**src/rtl/mantissa_normalizer_pipe.sv**
```systemverilog
// Two-stage mantissa shifter: right shift with sticky capture (mode 0) or
// left normalize with leading-zero count (mode 1), valid/ready on both sides.
module mantissa_normalizer_pipe #(
  parameter int WIDTH   = 11,
  parameter int SHIFT_W = 5
) (
  input  logic               clk,
  input  logic               rst_n,
  input  logic               in_valid,
  output logic               in_ready,
  input  logic [WIDTH-1:0]   in_mant,
  input  logic [SHIFT_W-1:0] in_shamt,
  input  logic               in_mode,
  output logic               out_valid,
  input  logic               out_ready,
  output logic [WIDTH-1:0]   out_mant,
  output logic               out_sticky,
  output logic [SHIFT_W-1:0] out_lzc,
  output logic               out_zero
);

  logic               s1_valid, s2_valid;
  logic               s1_en, s2_en;
  logic [WIDTH-1:0]   s1_mant;
  logic [SHIFT_W-1:0] s1_shamt, s1_lzc;
  logic               s1_mode, s1_zero;

  logic [SHIFT_W-1:0] lzc_c;
  logic [WIDTH-1:0]   shift_mant_c, sticky_mask_c;
  logic               shift_sticky_c;

  assign s2_en     = !s2_valid || out_ready;
  assign s1_en     = !s1_valid || s2_en;
  assign in_ready  = s1_en;
  assign out_valid = s2_valid;

  // Scanning upward lets the highest set bit win; all-zero leaves WIDTH.
  always_comb begin
    lzc_c = SHIFT_W'(WIDTH);
    for (int i = 0; i < WIDTH; i++) begin
      if (in_mant[i]) lzc_c = SHIFT_W'(WIDTH - 1 - i);
    end
  end

  always_ff @(posedge clk or negedge rst_n) begin
    if (!rst_n) begin
      s1_valid <= 1'b0;
      s1_mant  <= '0;
      s1_shamt <= '0;
      s1_mode  <= 1'b0;
      s1_lzc   <= '0;
      s1_zero  <= 1'b0;
    end else if (s1_en) begin
      s1_valid <= in_valid;
      if (in_valid) begin
        s1_mant  <= in_mant;
        s1_shamt <= in_shamt;
        s1_mode  <= in_mode;
        s1_lzc   <= lzc_c;
        s1_zero  <= (in_mant == '0);
      end
    end
  end

  always_comb begin
    sticky_mask_c  = '0;
    shift_mant_c   = '0;
    shift_sticky_c = 1'b0;
    if (s1_mode) begin
      shift_mant_c = s1_mant << s1_lzc;
    end else if (s1_shamt >= SHIFT_W'(WIDTH)) begin
      shift_sticky_c = |s1_mant;
    end else begin
      sticky_mask_c  = (WIDTH'(1) << s1_shamt) - WIDTH'(1);
      shift_mant_c   = s1_mant >> s1_shamt;
      shift_sticky_c = |(s1_mant & sticky_mask_c);
    end
  end

  always_ff @(posedge clk or negedge rst_n) begin
    if (!rst_n) begin
      s2_valid   <= 1'b0;
      out_mant   <= '0;
      out_sticky <= 1'b0;
      out_lzc    <= '0;
      out_zero   <= 1'b0;
    end else if (s2_en) begin
      s2_valid <= s1_valid;
      if (s1_valid) begin
        out_mant   <= shift_mant_c;
        out_sticky <= s1_mode ? 1'b0 : shift_sticky_c;
        out_lzc    <= s1_mode ? s1_lzc : '0;
        out_zero   <= s1_zero;
      end
    end
  end

endmodule
```
**config.mk**
```make
export PLATFORM = sky130hd
export DESIGN_NAME = mantissa_normalizer_pipe
export DESIGN_NICKNAME = d
export VERILOG_FILES = /design/src/rtl/mantissa_normalizer_pipe.sv
export SDC_FILE = /design/constraint.sdc
export NUM_CORES = 1
export LEC_CHECK = 0
export CORE_MARGIN = 3
export CORE_UTILIZATION = 55
export DETAILED_ROUTE_END_ITERATION = 8
export PLACE_DENSITY = 0.9
export SYNTH_ARGS = -nofsm -noshare
export SYNTH_HDL_FRONTEND = slang
export SYNTH_SLANG_ARGS = --single-unit
```
**constraint.sdc**
```tcl
create_clock -name clk -period 2.4 [get_ports clk]
set_input_delay 0.6 -clock clk [delete_from_list [all_inputs] [get_ports clk]]
set_output_delay 0.6 -clock clk [all_outputs]
set_load 0.01 [all_outputs]
```
==> results of run 1 <==
==> how the worst max path moves through the flow <==
stage	start	to	slack [ns]	cells past startpoint
3_3_place_gp	out_ready	in_ready	0.08	3
3_5_place_dp	out_ready	in_ready	0.04	3
5_1_grt	s1_shamt[4]	out_sticky	0.12	10
2_1_floorplan	s1_shamt[1]	out_sticky	0.50	10
6_report	s1_shamt[4]	out_sticky	0.29	10
4_1_cts	out_ready	in_ready	0.03	3
==> cells by family after synthesis <==
logic type | after synthesis | synth area share [%]
compound gates | 82 | 18.26
xor+xnor | 1 | 0.3141
fa+ha+maj | 1 | 0.4486
buf+inv | 34 | 7.537
flops | 41 | 36.79
mux | 42 | 17.32
other cells | 1 | 0.1345
simple gates | 107 | 19.20
==> flip-flops by register name, indices dropped and copies added (netlist names) <==
| name | cells |
|---|---|
| s1_valid | 1 |
| out_zero | 1 |
| out_mant | 11 |
| out_lzc | 4 |
| s1_shamt | 5 |
| s1_lzc | 4 |
| s1_mant | 11 |
| out_sticky | 1 |
| s1_zero | 1 |
| s1_mode | 1 |
| out_valid | 1 |
==> cells in the mapped netlist (all sizes together) (7+ instances only) <==
cell type  instances  area share, %
nand2             44            6.0
dfrtp             41             37
o21ai             30            5.5
mux2              24            9.8
buf               20            5.6
a21oi             18            3.2
nor2              18            2.7
mux2i             16            5.9
nor3              10            2.2
inv                9            1.3
nand2b             8            1.8
nor4               7            1.8
==> metrics by stage <==
step | hold WS, ns | instance area, sq um | setup slack (ns) | utilization, %
finish | 0.3587 | 3286 | 0.2861 | 68.21
global route | 0.3921 | 3286 | 0.1192 | 68.21
CTS | 0.3755 | 3283 | 0.03254 | 68.16
detailed placement | 0.4721 | 3179 | 0.03821 | 66.00
global placement | 0.4557 | 3179 | 0.08063 | 66.00
floorplan | 0.3044 | 2789 | 0.4952 | -
==> final cells by class <==
class / count / share of cell area, %
Clock inverter: 2 / 1.066
Multi-Input combinational cell: 234 / 47.26
Timing Repair Buffer: 50 / 14.70
Sequential cell: 41 / 31.23
Clock buffer: 5 / 2.094
Inverter: 9 / 1.104
Tap cell: 67 / 2.551
==> critical path, cell delays in order, from the launching register on <==
cell      delay (ns)
dfrtp_1         0.39
nor3_1          0.18
buf_4           0.16
nand2_1         0.08
ha_1            0.27
nand2b_1        0.18
nor4_1          0.23
a21oi_1         0.09
o21ai_1         0.14
a32oi_1         0.12
a32oi_1         0.20
==> power by group <==
part / leakage, nW / switching, mW / total (mW) / internal [mW]
logic: 0.749 / 0.432 / 0.863 / 0.431
clock network: 0.0540 / 0.229 / 0.531 / 0.302
registers: 0.513 / 0.152 / 0.950 / 0.797
==> layer usage <==
metal  vias up  routed length, um  track usage, %
li1       1179                  -               -
met1      1171               2750           32.50
met2       146               3207           38.00
met3        23                597           6.455
met4         0                147           6.584
met5         -                  0               0
==> results.sh, run 1 <==
export IMPL_grt_pass1_wl_um=11600
export IMPL_die_w_um=77.21
export IMPL_finalCritPeriodShare_pct=88.08
export IMPL_design_power_total_mw=2.343
export IMPL_power_density_mw_per_mm2=713.2
export IMPL_synth_nets=331
export IMPL_cts_tree="built"
export IMPL_dpl_cell_count=401
export IMPL_viasPerCell=6.174
export IMPL_cts_resized=0
export IMPL_io_buffer_count=39
export IMPL_finalHoldViolations=0
export IMPL_antenna_found_initial=0
export IMPL_reg2reg_slack_ns=0.29
export IMPL_syn_area_per_cell_sq_um=9.026
export IMPL_hp_class="input port to async pin"
export IMPL_cts_buffers=5
export IMPL_synthArstFlopShare_pct=100.0
export IMPL_via_count=2519
export IMPL_core_sq_mm=0.004817
export IMPL_max_vdd_ir_drop_mv=0.4287
export IMPL_wl_per_cell_um=16.43
export IMPL_synth_seq_cells=41
export IMPL_layout_nets=363
export IMPL_r2r_start="s1_shamt[4]"
export IMPL_max_slew_margin_pct=59.34
export IMPL_mostFrequentLayoutCells="43 x nand2_1, 41 x dfrtp_1, 37 x clkdlybuf4s50_1, 22 x mux2_2, 18 x a21oi_1"
export IMPL_critPathCaptureType="flop"
export IMPL_critPathMaxFanout=6
export IMPL_finalSetupViolCount=0
export IMPL_cts_sinks=41
export IMPL_final_setup_tns_ns=0
export IMPL_synth_seq_area_share_pct=36.79
export IMPL_syn_area_sq_mm=0.002789
export IMPL_yosysWarnings=0
export IMPL_place_congestion=0.9614
export IMPL_cts_root_buffer="clkbuf_8"
export IMPL_holdBufCountCts=0
export IMPL_postRouteAntennaNets=0
export IMPL_syn_inst=309
export IMPL_cp_required_ns=2.61
export IMPL_layout_drive_gt1_share_pct=16.13
export IMPL_die_height_um=77.21
export IMPL_regArea_sq_mm=0.001026
export IMPL_synth_cell_types=55
export IMPL_post_route_min_period_ns=2.114
export IMPL_multi_input_area_sq_mm=0.001553
export IMPL_clk_latency_ns=0.29
export IMPL_rsz0062_at_grt="false"
export IMPL_cts_setup_buffers=0
export IMPL_worst_slew_pin_slew_ns=0.6098
export IMPL_wl_um=6702
export IMPL_instances_no_fill=408
export IMPL_critPathKind="flop to flop"
export IMPL_rows=25
export IMPL_drcViolationCount=0
export IMPL_max_cap_violations=0
export IMPL_worstRegToRegCells=10
export IMPL_area_growth_pct=17.81
export IMPL_cts_clk_slew_worst_paths_ns=0.07
export IMPL_grt_max_degree=42
export IMPL_synth_flop_cell="dfrtp_1"
export IMPL_status="finished clean"
export IMPL_diodes=0
export IMPL_firstDrtPassIters=6
export IMPL_clockBufferDepth=2
export IMPL_grt_pass1_vias=2379
export IMPL_synth_edff_count=0
export IMPL_fin_skew_ns=0.005476
export IMPL_dp_hpwl_um=4756
export IMPL_slew_viol_final=0
export IMPL_cp_arrival_ns=2.32
export IMPL_reg2reg_to="out_sticky"
export IMPL_drt_iter0_markers=439
export IMPL_final_common_cell="nand2_1"
export IMPL_start_util_pct=57.90
export IMPL_ios=41
export IMPL_start_kind="flop"
export IMPL_power_leakage_nw=1.316
export IMPL_grt_usage_pct=24.01
export IMPL_overflow=0
export IMPL_cts_max_level=2
export IMPL_fillerInstances=382
export IMPL_fmax_ghz=0.4731
export IMPL_dieArea_sq_mm=0.005961
Power figures use the tool's default switching activity.
==> run 2, diff against run 1 <==
CAP_MARGIN = 20   (was not set)
==> results of run 2 <==
Same layout as run 1: the final DEF is identical, and so are final timing and power.
==> run 3, diff against run 2 <==
CTS_BUF_LIST = sky130_fd_sc_hd__clkbuf_8   (was not set)
==> results of run 3 <==
Same layout as run 1: the final DEF is identical, and so are final timing and power.
